## src/rtl/cpu_memory_pkg.sv

```systemverilog
// cpu_memory_pkg: opcodes, stage-4 state encoding and opcode-class helpers
package cpu_memory_pkg;
  typedef enum logic [1:0] {IDLE, WAIT, DONE} state_t;
  localparam logic [5:0] OP_ADD  = 6'd0;
  localparam logic [5:0] OP_SUB  = 6'd1;
  localparam logic [5:0] OP_AND  = 6'd2;
  localparam logic [5:0] OP_OR   = 6'd3;
  localparam logic [5:0] OP_XOR  = 6'd4;
  localparam logic [5:0] OP_SLL  = 6'd5;
  localparam logic [5:0] OP_SRL  = 6'd6;
  localparam logic [5:0] OP_SRA  = 6'd7;
  localparam logic [5:0] OP_CLT  = 6'd8;
  localparam logic [5:0] OP_CLTU = 6'd9;
  localparam logic [5:0] OP_JMP  = 6'd10;
  localparam logic [5:0] OP_JMPR = 6'd11;
  localparam logic [5:0] OP_LD   = 6'd12;
  localparam logic [5:0] OP_LDB  = 6'd13;
  localparam logic [5:0] OP_LDBU = 6'd14;
  localparam logic [5:0] OP_LDH  = 6'd15;
  localparam logic [5:0] OP_LDHU = 6'd16;
  localparam logic [5:0] OP_LDW  = 6'd17;
  localparam logic [5:0] OP_BEQ  = 6'd18;
  localparam logic [5:0] OP_BNE  = 6'd19;
  localparam logic [5:0] OP_BLT  = 6'd20;
  localparam logic [5:0] OP_STB  = 6'd21;
  localparam logic [5:0] OP_STH  = 6'd22;
  localparam logic [5:0] OP_STW  = 6'd23;
  localparam logic [5:0] OP_CFG  = 6'd24;
  localparam logic [5:0] OP_RTE  = 6'd25;
  localparam logic [5:0] OP_SYS  = 6'd26;
  function automatic logic is_load(input logic [5:0] op);
    return op inside {[OP_LDB:OP_LDW]};
  endfunction
  // every register-writing opcode sits at or below the last load
  function automatic logic writes_reg(input logic [5:0] op);
    return op <= OP_LDW;
  endfunction
endpackage

```

## src/rtl/cpu_memory_if.sv

```systemverilog
// cpu_memory_if: execute-stage inputs, data-bus read return and register-file write port
interface cpu_memory_if;
  logic        stall_in;
  logic [5:0]  p3_op;
  logic [4:0]  p3_dest;
  logic [31:0] p3_alu_out;
  logic [1:0]  p3_addr_lsb;
  logic        p3_mem_read;
  logic        cpud_rvalid;
  logic [31:0] cpud_rdata;
  logic        mem_stall;
  logic        p4_write_en;
  logic [4:0]  p4_dest;
  logic [31:0] p4_wdata;
  logic        p4_bus_error;
  logic        p4_misaligned;
  modport slave (
    input  stall_in, p3_op, p3_dest, p3_alu_out, p3_addr_lsb, p3_mem_read, cpud_rvalid, cpud_rdata,
    output mem_stall, p4_write_en, p4_dest, p4_wdata, p4_bus_error, p4_misaligned
  );
  modport master (
    output stall_in, p3_op, p3_dest, p3_alu_out, p3_addr_lsb, p3_mem_read, cpud_rvalid, cpud_rdata,
    input  mem_stall, p4_write_en, p4_dest, p4_wdata, p4_bus_error, p4_misaligned
  );
endinterface

```

## src/rtl/cpu_memory_load_align.sv

```systemverilog
// cpu_memory_load_align: selects the addressed byte/half of a load word and extends it
module cpu_memory_load_align
  import cpu_memory_pkg::*;
(
  input  logic [5:0]  op,
  input  logic [1:0]  lsb,
  input  logic [31:0] src,
  output logic [31:0] word
);
  logic [7:0]  b;
  logic [15:0] h;
  assign b = src[{lsb, 3'b000} +: 8];
  assign h = src[{lsb[1], 4'b0000} +: 16];
  always_comb
    word = op == OP_LDB  ? {{24{b[7]}}, b} :
           op == OP_LDBU ? {24'd0, b} :
           op == OP_LDH  ? {{16{h[15]}}, h} :
           op == OP_LDHU ? {16'd0, h} : src;
endmodule

```

## src/rtl/cpu_memory.sv

```systemverilog
// cpu_memory: pipeline stage 4, waits on load data, aligns it and drives the register-file write port
module cpu_memory
  import cpu_memory_pkg::*;
#(
  parameter int TIMEOUT_CYCLES = 255
) (
  input logic         clock,
  input logic         reset,
  cpu_memory_if.slave bus
);
  state_t      state, state_nx;
  logic        p4_valid, mem_read_q, err_q, stall, capture, timeout, retire, load_err;
  logic [5:0]  op_q;
  logic [4:0]  dest_q;
  logic [31:0] alu_q, hold_q, src, load_word;
  logic [1:0]  lsb_q;
  logic [7:0]  wait_cnt;
  assign bus.mem_stall = state == WAIT && !bus.cpud_rvalid;
  assign stall    = bus.stall_in | bus.mem_stall;
  assign capture  = !stall;
  assign timeout  = bus.mem_stall && wait_cnt == 8'(TIMEOUT_CYCLES - 1);
  assign retire   = p4_valid && !stall;
  assign load_err = is_load(op_q) && !mem_read_q;
  // data that arrived under a downstream stall is replayed from hold_q
  assign src = state == DONE ? hold_q : bus.cpud_rdata;
  assign bus.p4_dest       = dest_q;
  assign bus.p4_wdata      = is_load(op_q) ? load_word : alu_q;
  assign bus.p4_write_en   = retire && writes_reg(op_q) && dest_q != 5'd0 && !err_q && !load_err;
  assign bus.p4_bus_error  = retire && err_q;
  assign bus.p4_misaligned = retire && load_err;
  cpu_memory_load_align u_align (
    .op  (op_q),
    .lsb (lsb_q),
    .src (src),
    .word(load_word)
  );
  always_comb
    state_nx = capture && bus.p3_mem_read ? WAIT :
               timeout ? IDLE :
               state == WAIT && bus.cpud_rvalid ? (bus.stall_in ? DONE : IDLE) :
               state == DONE && !bus.stall_in ? IDLE : state;
  always_ff @(posedge clock) begin
    if (reset) begin
      state      <= IDLE;
      p4_valid   <= 1'b0;
      wait_cnt   <= 8'd0;
      hold_q     <= 32'd0;
      err_q      <= 1'b0;
      op_q       <= OP_ADD;
      dest_q     <= 5'd0;
      alu_q      <= 32'd0;
      lsb_q      <= 2'd0;
      mem_read_q <= 1'b0;
    end else begin
      state    <= state_nx;
      wait_cnt <= capture && bus.p3_mem_read ? 8'd0 : bus.mem_stall ? wait_cnt + 8'd1 : wait_cnt;
      if (state == WAIT && bus.cpud_rvalid && bus.stall_in) hold_q <= bus.cpud_rdata;
      if (capture) begin
        p4_valid   <= 1'b1;
        op_q       <= bus.p3_op;
        dest_q     <= bus.p3_dest;
        alu_q      <= bus.p3_alu_out;
        lsb_q      <= bus.p3_addr_lsb;
        mem_read_q <= bus.p3_mem_read;
        err_q      <= 1'b0;
      end else if (timeout) begin
        err_q <= 1'b1;
      end
    end
  end
endmodule
```

## src/flat_wrapper.sv

```systemverilog
// flat-port wrapper written by rule: the top's interface ports become plain ports
module cpu_memory_flat import cpu_memory_pkg::*;
#(
  parameter int TIMEOUT_CYCLES = 255
)
  (clock, reset, bus_stall_in, bus_p3_op, bus_p3_dest, bus_p3_alu_out, bus_p3_addr_lsb, bus_p3_mem_read, bus_cpud_rvalid, bus_cpud_rdata, bus_mem_stall, bus_p4_write_en, bus_p4_dest, bus_p4_wdata, bus_p4_bus_error, bus_p4_misaligned);
  cpu_memory_if bus_i ();
  input logic clock;
  input logic reset;
  input wire logic [$bits(bus_i.stall_in)-1:0] bus_stall_in;
  input wire logic [$bits(bus_i.p3_op)-1:0] bus_p3_op;
  input wire logic [$bits(bus_i.p3_dest)-1:0] bus_p3_dest;
  input wire logic [$bits(bus_i.p3_alu_out)-1:0] bus_p3_alu_out;
  input wire logic [$bits(bus_i.p3_addr_lsb)-1:0] bus_p3_addr_lsb;
  input wire logic [$bits(bus_i.p3_mem_read)-1:0] bus_p3_mem_read;
  input wire logic [$bits(bus_i.cpud_rvalid)-1:0] bus_cpud_rvalid;
  input wire logic [$bits(bus_i.cpud_rdata)-1:0] bus_cpud_rdata;
  output wire logic [$bits(bus_i.mem_stall)-1:0] bus_mem_stall;
  output wire logic [$bits(bus_i.p4_write_en)-1:0] bus_p4_write_en;
  output wire logic [$bits(bus_i.p4_dest)-1:0] bus_p4_dest;
  output wire logic [$bits(bus_i.p4_wdata)-1:0] bus_p4_wdata;
  output wire logic [$bits(bus_i.p4_bus_error)-1:0] bus_p4_bus_error;
  output wire logic [$bits(bus_i.p4_misaligned)-1:0] bus_p4_misaligned;
  assign bus_i.stall_in = bus_stall_in;
  assign bus_i.p3_op = bus_p3_op;
  assign bus_i.p3_dest = bus_p3_dest;
  assign bus_i.p3_alu_out = bus_p3_alu_out;
  assign bus_i.p3_addr_lsb = bus_p3_addr_lsb;
  assign bus_i.p3_mem_read = bus_p3_mem_read;
  assign bus_i.cpud_rvalid = bus_cpud_rvalid;
  assign bus_i.cpud_rdata = bus_cpud_rdata;
  assign bus_mem_stall = bus_i.mem_stall;
  assign bus_p4_write_en = bus_i.p4_write_en;
  assign bus_p4_dest = bus_i.p4_dest;
  assign bus_p4_wdata = bus_i.p4_wdata;
  assign bus_p4_bus_error = bus_i.p4_bus_error;
  assign bus_p4_misaligned = bus_i.p4_misaligned;
  cpu_memory #(.TIMEOUT_CYCLES(TIMEOUT_CYCLES)) u_core (.clock(clock), .reset(reset), .bus(bus_i));
endmodule
```

## config.mk

```make
export PLATFORM = sky130hd
export DESIGN_NAME = cpu_memory_flat
export DESIGN_NICKNAME = d
export VERILOG_FILES = /design/src/rtl/cpu_memory_pkg.sv /design/src/rtl/cpu_memory_if.sv /design/src/rtl/cpu_memory_load_align.sv /design/src/rtl/cpu_memory.sv /design/src/flat_wrapper.sv
export SDC_FILE = /design/constraint.sdc
export NUM_CORES = 1
export LEC_CHECK = 0
export BUFFER_PORTS_ARGS = -buffer_cell sky130_fd_sc_hd__buf_2
export CELL_PAD_IN_SITES_DETAIL_PLACEMENT = 0
export CELL_PAD_IN_SITES_GLOBAL_PLACEMENT = 1
export CORE_MARGIN = 3
export CORE_UTILIZATION = 35
export DETAILED_ROUTE_END_ITERATION = 8
export GPL_ROUTABILITY_DRIVEN = 0
export PLACE_DENSITY_LB_ADDON = 0.1
export RECOVER_POWER = 100
export REMOVE_ABC_BUFFERS = 1
export SETUP_SLACK_MARGIN = 0.02
export SYNTH_ARGS = -nofsm -noshare
export SYNTH_HDL_FRONTEND = slang
export SYNTH_HIERARCHICAL = 1
export SYNTH_SLANG_ARGS = --single-unit
```

## constraint.sdc

```tcl
create_clock -name clock -period 3.34 [get_ports clock]
set_input_delay 0.501 -clock clock [delete_from_list [all_inputs] [get_ports clock]]
set_output_delay 0.501 -clock clock [all_outputs]
set_load 0.01 [all_outputs]
```

# ---- After elaboration in Yosys (flattened, before gate mapping)
# Index checks and enable logic that the tools add are counted.
dict set report classes {
  addsub 1
  magnitude_cmp 2
  eq_ne 7
  shift 2
  n_mux 11
  n_bitwise 2
  n_reduce_logical 27
}
# op count
set op_table {}
lappend op_table {{two-way mux 32 bit} 6}
lappend op_table {{indexed part select 32 x 6 -> 16 bit} 1}
lappend op_table {{indexed part select 32 x 6 -> 8 bit} 1}
lappend op_table {{equality test 6 x 4 -> 1 bit, second input constant} 3}
lappend op_table {{logical AND 1 bit} 15}
lappend op_table {{adder 8 x 1 -> 8 bit, second input constant} 1}
lappend op_table {{equality test 8 bit, second input constant} 1}
lappend op_table {{equality test 6 x 5 -> 1 bit, second input constant} 1}
lappend op_table {{>= comparator 6 x 4 -> 1 bit, second input constant} 1}
lappend op_table {{less-or-equal comparator 6 x 5 -> 1 bit, second input constant} 1}
lappend op_table {{zero test 1 bit} 6}
lappend op_table {{two-way mux 2 bit} 3}
lappend op_table {{nonzero test 5 bit} 1}
lappend op_table {{nonzero test 4 bit} 1}
lappend op_table {{OR reduction 2 bit} 2}
lappend op_table {{OR reduction 3 bit} 1}
lappend op_table {{equality test 2 x 1 -> 1 bit, second input constant} 1}
lappend op_table {{equality test 2 bit, second input constant} 1}
lappend op_table {{two-way mux 1 bit} 2}
lappend op_table {{nonzero test 2 bit} 1}
lappend op_table {{NOT 1 bit} 1}
lappend op_table {{OR 1 bit} 1}
dict set report word_totals {
  ff_bits 90
  out_inout_bits 41
}

# ---- Longest topological paths before layout
dict set report logic_depth {
  ltp_word 9
  mapped_depth 10
}

# ---- By module
# Netlist, hierarchy kept.
# module instances cells_per_inst area_each_um2 seq_area_each_um2
set by_module_without_submodules {}
lappend by_module_without_submodules {cpu_memory 1 504 4260.3 1801.7}
lappend by_module_without_submodules {cpu_memory_load_align 1 109 857.1 0.0}

# ---- Worst setup path after synthesis
# Ideal clock, no wire load.
dict set report synth_timing {
  path_type {flip-flop to output port}
  startpoint {register u_core.state[0]}
  endpoint {output port bus_p4_wdata[16]}
  t_arrival_ps 2529
  required_time_ps 2839
  path_slack_ps 310
  stages_incl_launch_ff 11
  n_path_buf 3
  path_cell_list {dfxtp_1 nand2b_1 clkbuf_1 buf_1 mux2_2 mux2_1 mux2i_1 or3_4 buf_6 o21ai_0 mux2_1}
}
dict set report synth_between {
  word_cells_on_any_way 9
  cone_classes {eq/ne (1); shift (2); mux (6)}
}
# element line
set synth_rtl {}
lappend synth_rtl {{from (decl)} cpu_memory.sv:11} ;# state_t state, state_nx;
lappend synth_rtl {{from (signal assigned)} cpu_memory.sv:55} ;# state <= state_nx;
lappend synth_rtl {{equality test 2 bit} cpu_memory.sv:25} ;# assign src = state == DONE ? hold_q : bus.cpud_rdata;
lappend synth_rtl {{two-way mux 32 bit} cpu_memory.sv:25}
lappend synth_rtl {{named net u_core.src[23]} cpu_memory.sv:15} ;# logic [31:0] alu_q, hold_q, src, load_word;
lappend synth_rtl {{indexed part select 32 x 6 -> 8 bit} cpu_memory_load_align.sv:12} ;# assign b = src[{lsb, 3'b000} +: 8];
lappend synth_rtl {{two-way mux 32 bit} cpu_memory_load_align.sv:15} ;# word = op == OP_LDB ? {{24{b[7]}}, b} :
lappend synth_rtl {{named net u_core.load_word[16]} cpu_memory.sv:15}
lappend synth_rtl {{two-way mux 32 bit} cpu_memory.sv:27} ;# assign bus.p4_wdata = is_load(op_q) ? load_word : alu_q;
lappend synth_rtl {{to (decl)} flat_wrapper.sv:21} ;# output wire logic [$bits(bus_i.p4_wdata)-1:0] bus_p4_wdata;
# The timed path passes the listed nets, and every way through them passes these cells.

# ---- Worst setup path after layout
dict set report layout_timing {
  startpoint {register u_core.state[0]}
  endpoint {output port bus_p4_wdata[25]}
}
# The elaborated chain is that of the path after synthesis.

==> results.md <==
- Via density per instance: between 5 and 6
- IO Port Bufs: between 100 and 150
- CTS Root Cell: clkbuf_16
- Tightest Pin Transition: 1.95 ns
- Critical-path top delay cell: dfxtp_2
- Remaining design rule violation count: 0
- Maximum vdd ir drop: 0.239 mV
- Final number of setup-violating endpoints: 0
- GRT overflow: 0
- Fraction of power consumed by combinational cells: 16.3%
- TNS Setup: 0 ns
- Skew-Pair Late Insertion Delay: between 0.3 and 0.4 ns
- Worst Path Arrival: 2.71 ns
- Clock group share of total power: 36.6%
- Mean post-synth cell area: 8.35 um2
- Hold Crit Class: input pin to register
- FF+latch count, synth: 90
- FF-to-FF setup slack: around 0.53 ns
- Final period util: roughly 96%
- Starting Density: 36.3%
- Total via count after detailed routing: 4889
- Critical Path Sink Type: primary output
- Storage element area: 1800 um2
- Static leakage: 2.42 nW
- Number of buffer and inverter instances along the worst setup path: 1
- First-pass GRT wire length: 26100 um
- Internal power consumption: about 1.8 mW
- Library cell appearing most often on the critical path: mux2_1
- DRT Pass-1 Iters: 7
- Psw: ~650 uW
- Cell chain of the critical path: nand2b_4, mux2_2, mux2_1, mux2i_4, or3_4, o21ai_0, mux2_1, clkbuf_2
- Sequential element share of the synthesized area: a little over a third
- Total global-route track usage: 20.4%
- Deepest level of the CTS H-tree: 3
- Final worst clock skew: between 0.005 and 0.006 ns
- Area of the multi-input gates: approximately 3100 um2
- Core region area: approximately 14000 um2
- Post-DR wirelength/cell: between 15 and 20 um
- Number of distinct standard cells referenced by the synthesized netlist: just over 50
- Area growth from synthesis to layout: 18.7%
- Clock tree from TritonCTS: built
- Syn. warnings: 6
- Number of primary I/O pins: ~120
- Met3 Resource Use GR: under 10%
- Standard-cell rows: 43
- Post-synthesis instance total: 613
- Pin count of the biggest net entering global routing: 47
- Met2 Usage GRT: between 30 and 40%
- Slew Viols, Final: 42
- Hpwl dp: 10600 um
- Die H: 127 um
- Worst-case clock buffer depth: 2
- Hold Fails Final Rpt: 0
- Met1 Usage GRT: roughly 28%
- Number of clock sinks: 90
- Detailed-route wire length: around 16000 um
- Highest-utilization routing layer at the global route stage: met2
- Startpoint type of the worst setup path: register
- Post-synthesis instance area: 5120 um2
- Number of enable-type register cells in the synthesized netlist: 0
- Max Clock Freq: a little over 300 MHz
- Most frequently used flop master after synthesis: dfxtp_1
- Share of the core filled with cells: approximately 43%
- Fillers: between 1000 and 1500
- RSZ-0062 raised after global routing: no
- Fraction of layout cells with a size suffix above 1: a little under a quarter
- Longest individual stage delay on the worst path: roughly 0.38 ns
- Initial antenna violation count: 0
- Die W: around 130 um
- Switching share of power: roughly a quarter
- Number of nets still failing antenna checks after routing: 0
- Run status: finished with violations
- Violated checks: max-capacitance violations, max-slew violations
- TritonCTS buffer count: 9
- Relative contribution of sequential cells to total power: 47.1%
- Total die area: 16100 um2
- # Max-Cap Violations: 1
- Ant diodes: 0
- Vias in the first global route: a little under 5000
- Kind of cell adding the most delay to the critical path: multiplexers
- # nets final: between 700 and 800
- Classification of the worst setup path: register to primary output
- Crit Path Max Fanout: 8
- Number of DRC markers in iteration 0: around 320
- Reg clk slew, reported paths: 0.06 ns
- Relative slew slack: -29.7%
- Required time at the endpoint of the critical path: about 2.8 ns
- Power density relative to cell area: between 400 and 500 nW/um2
- Asr flop ratio synth: 0%
- Minimum period implied by the final worst setup slack: approximately 3.2 ns
[logic make-up after synthesis]
kind of cell	Yosys count	synth area share (%)
AO/OA/AOI/OAI	197	20.5
AND/OR/NAND/NOR	168	16.0
multiplexers	90	21.3
flip-flops	90	35.2
buffers and inverters	64	6.16
XOR/XNOR	2	0.342
adder cells (fa/ha/maj)	2	0.489
[final cells by class]
cell class              count  share of cell area [%]
clock buffers              12                    3.89
multi-input cells         462                    50.3
inverters                   7                   0.432
repair buffers            142                    11.9
flip-flops and latches     90                    29.7
well taps                 180                    3.71
clock inverters             1                  0.0824
[through the flow]
| stage | power [mW] | hold WS [ns] | instance area [um2] | worst slack, ns | std cells |
|---|---|---|---|---|---|
| 2_1_floorplan | 1.38 | 0.426 | 4830 | 0.0617 | 556 |
| 3_3_place_gp | 1.56 | 0.439 | 5820 | 0.400 | 878 |
| 3_5_place_dp | 1.57 | 0.447 | 5820 | 0.326 | 878 |
| 4_1_cts | 2.48 | 0.388 | 6120 | 0.0342 | 894 |
| 5_1_grt | 2.56 | 0.395 | 6080 | 0.0294 | 894 |
| 6_report | 2.43 | 0.401 | 6080 | 0.126 | 894 |
[tightest hold or removal path, cell delays in order]
cell	delay (ns)
buf_2	0.09
nand3_1	0.05
a21oi_1	0.05
[routing by layer]
metal  routed length, um  share of wire (%)
met5                   0                  0
met2                7530                 46
met1                7710                 47
met4                  89               0.55
met3                 998                6.1
[path summary, 6_finish.rpt]
check	depth (start not counted)	end	start
worst min-delay path	3	u_core/alu_q[7]	bus_p3_alu_out[7]
worst max register to register	4	u_core/wait_cnt[7]	u_core/state[1]
worst max-delay path	8	bus_p4_wdata[25]	u_core/state[0]
worst min register to register	2	u_core/hold_q[21]	u_core/hold_q[21]
[power groups by stage]
stage | Clock [mW] | Combinational, mW | Sequential (mW)
2_1_floorplan | 0 | 0.215 | 1.16
3_3_place_gp | 0 | 0.395 | 1.16
3_5_place_dp | 0 | 0.399 | 1.17
4_1_cts | 0.928 | 0.406 | 1.14
5_1_grt | 0.964 | 0.441 | 1.15
6_report | 0.889 | 0.396 | 1.15
[synthesized netlist by cell type (5+ instances only)]
cell	n	area share, %
a21oi_1	103	10
buf_1	10	0.73
buf_6	5	1.1
clkbuf_1	32	2.3
dfxtp_1	90	35
inv_1	5	0.37
mux2_1	35	7.7
mux2_2	32	7.0
mux2i_1	16	3.1
mux4_1	5	2.6
nand2_1	82	6.0
nand3_1	50	4.9
nor2_1	6	0.44
o21ai_0	63	6.2
o21ai_1	17	1.7
[what timing repair did]
item / in CTS / in global routing
endpoints found under the hold margin: 0 / 0
gates resized for setup: 7 / 2
hold buffers: 0 / 0
pin swaps: 2 / 1
cloned: 3 / 0
setup buffers: 0 / 0
endpoints found under the setup margin: 21 / 30
[cells in the final DEF, fill, tap and decap left out, types with 4 or more instances in the layout]
master,instances
a211oi_1,4
a21oi_1,103
buf_2,91
buf_4,16
clkbuf_1,32
clkbuf_16,9
clkbuf_2,5
dfxtp_1,89
inv_1,6
mux2_1,39
mux2_2,28
mux2i_1,15
mux4_1,5
nand2_1,82
nand3_1,50
nor2_1,6
o21ai_0,63
o21ai_1,17
or3_1,4
or3_4,4
[sequential cells by signal (all words and copies together) (netlist names)]
register and cells:
u_core/hold_q 32, u_core/bus.p4_dest 5, u_core/err_q 1, u_core/op_q 6, u_core/p4_valid 1, u_core/lsb_q 2
u_core/alu_q 32, u_core/mem_read_q 1, u_core/wait_cnt 8, u_core/state 2
No activity file was read; power rests on OpenSTA's default activity.
